`src/rtl/hash_in_packer.sv`:
```
// Packs a valid/ready word stream into one hash input block, starts the hash,
// then captures the digest and offers it downstream over valid/ready.
module hash_in_packer #(
    parameter int unsigned WORD_W    = 32,
    parameter int unsigned IN_WIDTH  = 512,
    parameter int unsigned OUT_WIDTH = 512
) (
    input  logic                 clk,
    input  logic                 rst_n,
    input  logic                 s_valid,
    output logic                 s_ready,
    input  logic [WORD_W-1:0]    s_data,
    input  logic                 s_last,
    output logic                 hash_start,
    output logic [IN_WIDTH-1:0]  hash_in,
    input  logic                 hash_valid,
    input  logic [OUT_WIDTH-1:0] hash_out,
    output logic                 m_valid,
    input  logic                 m_ready,
    output logic [OUT_WIDTH-1:0] m_data,
    output logic                 m_short
);

    localparam int unsigned NW    = IN_WIDTH / WORD_W;
    localparam int unsigned CNT_W = (NW > 1) ? $clog2(NW) : 1;

    typedef enum logic [1:0] {
        FILL  = 2'd0,
        START = 2'd1,
        WAIT  = 2'd2,
        OUT   = 2'd3
    } state_t;

    state_t           state;
    logic [CNT_W-1:0] count;
    logic             accept_c;
    logic             block_end_c;

    assign accept_c    = s_valid & s_ready;
    assign block_end_c = (count == CNT_W'(NW - 1)) | s_last;

    // Single-process FSM; every output is a register updated here.
    always_ff @(posedge clk) begin
        if (!rst_n) begin
            state      <= FILL;
            count      <= '0;
            hash_in    <= '0;
            hash_start <= 1'b0;
            s_ready    <= 1'b1;
            m_valid    <= 1'b0;
            m_data     <= '0;
            m_short    <= 1'b0;
        end else begin
            hash_start <= 1'b0;
            case (state)
                FILL: begin
                    if (accept_c) begin
                        for (int unsigned k = 0; k < NW; k++) begin
                            if (count == CNT_W'(k)) begin
                                hash_in[k*WORD_W +: WORD_W] <= s_data;
                            end
                        end
                        if (block_end_c) begin
                            // Unwritten words were cleared on the previous handshake, so padding is free.
                            m_short    <= (count != CNT_W'(NW - 1));
                            count      <= '0;
                            s_ready    <= 1'b0;
                            hash_start <= 1'b1;
                            state      <= START;
                        end else begin
                            count <= count + CNT_W'(1);
                        end
                    end
                end
                START: begin
                    state <= WAIT;
                end
                WAIT: begin
                    if (hash_valid) begin
                        m_data  <= hash_out;
                        m_valid <= 1'b1;
                        state   <= OUT;
                    end
                end
                OUT: begin
                    if (m_ready) begin
                        m_valid <= 1'b0;
                        m_short <= 1'b0;
                        hash_in <= '0;
                        count   <= '0;
                        s_ready <= 1'b1;
                        state   <= FILL;
                    end
                end
                default: begin
                    state <= FILL;
                end
            endcase
        end
    end

endmodule

```
`config.mk`:
```
export PLATFORM = sky130hd
export DESIGN_NAME = hash_in_packer
export DESIGN_NICKNAME = d
export VERILOG_FILES = /design/src/rtl/hash_in_packer.sv
export SDC_FILE = /design/constraint.sdc
export NUM_CORES = 2
export LEC_CHECK = 0
export ABC_AREA = 0
export CAP_MARGIN = 0
export CORE_AREA = 2 2 623 625
export CTS_BUF_LIST = sky130_fd_sc_hd__clkbuf_8
export DETAILED_ROUTE_END_ITERATION = 7
export DIE_AREA = 0 0 625 627
export PLACE_DENSITY = 0.36
export SYNTH_ARGS = -nofsm -noshare
export SYNTH_HDL_FRONTEND = slang
export SYNTH_SLANG_ARGS = --single-unit
```
`constraint.sdc`:
```
create_clock -name clk -period 5.1 [get_ports clk]
set_clock_uncertainty 0.1 [all_clocks]
set_input_delay 0.51 -clock clk [delete_from_list [all_inputs] [get_ports clk]]
set_output_delay 0.51 -clock clk [all_outputs]
set_load 0.02 [all_outputs]
```
---- Yosys cells after proc, flatten, opt, wreduce, memory -nomap -nowiden ----
Index checks and enable logic that the tools add are counted.
storage, ports and cells
  flip-flop bits (word level) ............. 1034
  input bits .............................. 550
  output and inout bits ................... 1028
  logic and storage cells ................. 130
cells by class
  $add $sub $neg .......................... 1
  eq/ne operators ......................... 39
  multiplexer cells ....................... 39
  bitwise operators ....................... 2
  reduce and logical (&&, ||, !) cells .... 26
operators with widths
  kind                                                                   number
  512-bit 2-to-1 mux                                                     2
  512-bit case mux with 2 select lines                                   1
  32-bit 2-to-1 mux                                                      16
  4-bit AND reduction                                                    18
  2-bit inequality test, second input constant                           20
  4-bit equality test, second input constant                             8
  4-bit by 3-bit equality test with 1-bit output, second input constant  4
  4-bit 2-to-1 mux                                                       3
  3-bit AND reduction                                                    3
  4-bit by 2-bit equality test with 1-bit output, second input constant  2
  1-bit 2-to-1 mux                                                       8
  2-bit 2-to-1 mux                                                       4
  2-bit case mux with 4 select lines                                     1
  4-bit case mux with 2 select lines                                     1
  1-bit case mux with 2 select lines                                     3
  4-bit by 1-bit adder with 4-bit output, second input constant          1
  2-bit equality test, second input constant                             2
  4-bit by 1-bit equality test with 1-bit output, second input constant  1
  4-bit logical NOT                                                      1
  4-bit inequality test, second input constant                           1
  2-bit nonzero test                                                     2
  2-bit by 1-bit equality test with 1-bit output, second input constant  1
  2-bit logical NOT                                                      1
  2-bit AND reduction                                                    1
  2 further kinds                                                        2

---- Longest topological paths before layout ----
  depth in word-level cells ............... 5
  depth in mapped cells ................... 9
  gate-level depth less buffers ........... 6

---- Least setup slack after synthesis ----
OpenSTA, ideal clock, no wires.
  path type ............................... reg2reg
  from .................................... register state[0]
  to ...................................... register hash_in[433]
  library setup time ...................... 72 ps
  data arrival time ....................... 1857 ps
  data required time ...................... 4928 ps
  setup slack ............................. 3071 ps
  stages on the path, launching flop included .. 10
  path buffers ............................ 3
  clock period less this slack ............ 2029 ps
  path through ............................ dfxtp_1 inv_1 ha_1 buf_6 nor2_1 a211o_2 buf_6 a21oi_4 buf_6 mux2i_1
between the ends
  cells in the longest elaborated chain, start to end .. 3
RTL lines
  what                                                                   line  text
  start: declaration                                                     34    state_t state;
  start signal: assignment                                               45    state <= FILL;
  start signal: assignment                                               69    state <= START;
  start signal: assignment                                               76    state <= WAIT;
  2-bit equality test or 2-bit logical NOT (tied branches)               55    case (state)
  2-bit inequality test (no line) or 2-bit nonzero test (tied branches)  --
  4-bit AND reduction (no line)                                          --
  end signal: indexed assignment                                         60    hash_in[k*WORD_W +: WORD_W] <= s_data;
  end: declaration                                                       15    output logic [IN_WIDTH-1:0] hash_in,
Several ways; a longest one is shown, not always the timed one.
A chain may end at the register's enable or synchronous reset.

---- Final worst setup path ----
  from .................................... register state[0]
  to ...................................... register hash_in[318]
The elaborated chain is that of the path after synthesis.

==> reports/summary.txt <==
Status - finished, final reports clean
Setup ws final - 1.57 ns
Fin. max-slew vios - 0
WL/cell - 28.2 um
Cell Rows - 228
Full die area - 392000 um^2
Drt first pass iters - 5
Total Routing Usage GR - 15.5%
CP Capture Type - register
Lkg Pwr - 0.0222 uW
DPL Wire Length - 255000 um
Number of max-cap violations - 0
Final Setup Violations - 0
I/O Pins - 1578
Initial core utilization - 9.50%
Fin crit period - 3.53 ns
CTS tree - yes
Post-synth cell types - 32
Seq/Total Area, Yosys - 56.6%
Share of cells above drive strength 1 - 7.25%
Endpoints failing hold - 0
Worst endpoint data arrival time - 4.30 ns
Clock sinks - 1034
CP startpoint kind - register
Chip height - 627 um
TritonCTS buffer count - 215
Clock Root Buffer - clkbuf_8
Nets@finish - 6580
Slew @ Worst Pin - 1.24 ns
Number of synthesized flops with an enable pin - 0
Tcrit/Tclk final - 69.3%
Yosys warning count - 0
Cells after synthesis - 4039
Initial antenna violation count - 137
Avg Cell Area, Syn - 9.05 um^2
RePlAce Congestion - 0.868
Slew HR - 17.1%
Peak supply drop - 0.370 mV
CTS max path bufs - 4
Ys flop type - dfxtp_1
Netlist Area Pre-Place - 36600 um^2
Total gr overflow - 0
Tightest Hold Check Type - in2reg
CP max FO - 32
Vias in the first global route - 38400
Drc violations - 0
Post-Syn Nets - 4597
Syn-to-layout area delta - 83.1%
# H-tree levels - 4
Req. time, crit path - 5.87 ns
RSZ-0062 raised after global routing - false
DRT Wirelength - 319000 um
First-pass GRT wire length - 404000 um
DRT iter0 DRCs - 2341
Vias - 37800
Via/cell ratio - 3.35
Async S/R FF share, synth - 0%
Synth Register Bits - 1034
CP Class - reg2reg
Max Freq - 283 MHz
Clk_lat worst skew - 1.00 ns
Postcts setup bufs - 0
Pwr dens - 462 nW/um^2
Final ANT Viol Nets - 0
Pre-CTS setup slack - 1.53 ns
Number of port buffers - 1577
Width of the die - 625 um
Clock transition at the registers of the reported paths - 0.06 ns
Largest net degree at the start of global routing - 174
Core Box Area - 385000 um^2
Setup_tns - 0 ns
-- state kept, by name (all words and copies together) (netlist names) --
signal	flops
count	4
hash_in	512
hash_start	1
m_valid	1
s_ready	1
m_short	1
state	2
m_data	512
-- cells by family (layout without fill, tap and decap cells) --
logic type	count (synthesis)	in the layout	share of synthesized area (%)
flip-flops	1034	1034	56.6
multiplexers	516	516	14.1
other	0	47	0
adder cells (fa/ha/maj)	8	8	0.274
buffers and inverters	325	2482	4.36
AO/OA/AOI/OAI	542	542	7.94
AND/OR/NAND/NOR	1614	1614	16.7
-- where the power goes --
group	total, uW	switching [uW]	internal, uW
clock network	9480	4390	5080
logic	11100	6640	4460
registers	10300	912	9420
-- cells in the final DEF (no fill, tap or decap), drive strengths merged, types with 2 or more instances in the layout --
cell / n
clkdlybuf4s50: 1576
ha: 8
nor2b: 2
dfxtp: 1034
a21oi: 531
mux2i: 516
clkinv: 25
dlygate4sd3: 422
inv: 82
nand2: 1590
buf: 87
nand2b: 3
nor2: 5
clkbuf: 287
diode: 47
and2: 2
nand3: 8
o21ai: 3
clkinvlp: 2
-- stage by stage --
| step | hold WS (ns) | cells | util, % | cell area, um^2 | total power [uW] |
|---|---|---|---|---|---|
| after floorplan | 0.356 | 4039 | - | 36600 | 15700 |
| after global placement | 0.342 | 10400 | 15.1 | 58100 | 21400 |
| after detailed placement | 0.345 | 10400 | 15.1 | 58100 | 21400 |
| after CTS | 0.000631 | 11300 | 17.4 | 66800 | 31600 |
| after global routing | 0.0328 | 11300 | 17.4 | 66900 | 32300 |
| final | 0.144 | 11300 | 17.4 | 66900 | 30900 |
-- worst paths after layout --
path / from / cells past startpoint / endpoint / slack (ns)
min: hash_out[446] / 3 / m_data[446]$_SDFFE_PN0P_ / 0.14
max: state[0]$_SDFFE_PN0P_ / 7 / hash_in[318]$_SDFFE_PN0P_ / 1.57
min reg2reg: m_data[125]$_SDFFE_PN0P_ / 2 / m_data[125]$_SDFFE_PN0P_ / 0.35
max reg2reg: state[0]$_SDFFE_PN0P_ / 7 / hash_in[318]$_SDFFE_PN0P_ / 1.57
-- layer usage --
| layer | wire [um] | share of wire (%) | GRT usage (%) |
|---|---|---|---|
| met1 | 143000 | 45 | 20.1 |
| met2 | 141000 | 44 | 24.3 |
| met3 | 25500 | 8.0 | 5.30 |
| met4 | 9080 | 2.9 | 4.02 |
| met5 | 100 | 0.031 | 0 |
-- synth_stat cells, drive strengths merged, types with 2 or more instances --
| cell | n | area, um^2 |
|---|---|---|
| clkbuf | 252 | 946 |
| mux2i | 516 | 5160 |
| nor2b | 2 | 12.5 |
| buf | 67 | 626 |
| a21oi | 531 | 2820 |
| nand2b | 3 | 18.8 |
| dfxtp | 1034 | 20700 |
| o21ai | 3 | 15.0 |
| inv | 6 | 22.5 |
| nand3 | 8 | 40.0 |
| ha | 8 | 100 |
| nor2 | 5 | 18.8 |
| and2 | 2 | 12.5 |
| nand2 | 1590 | 5970 |
-- repair_timing --
action,in CTS,in global routing
hold endpoints to repair,473,0
gates resized for setup,0,0
hold buffers,422,0
-- final cells by class --
type                    instances  area (um^2)
inverters                       6         30.0
diodes                         47          118
clock buffers                 287         3950
multi-input cells            2680        14300
flip-flops and latches       1034        20700
fillers                     42900       318000
clock inverters               104          559
repair buffers               2085        20900
well taps                    5060         6330
-- worst max-delay path, stage by stage (launching register included) --
cell	delay (ns)
dfxtp_1	0.33
inv_1	0.12
ha_2	0.85
nor2_1	0.09
a211o_2	0.63
a21oi_4	0.23
buf_4	0.66
mux2i_1	0.26
(Power assumes the default switching activity.)
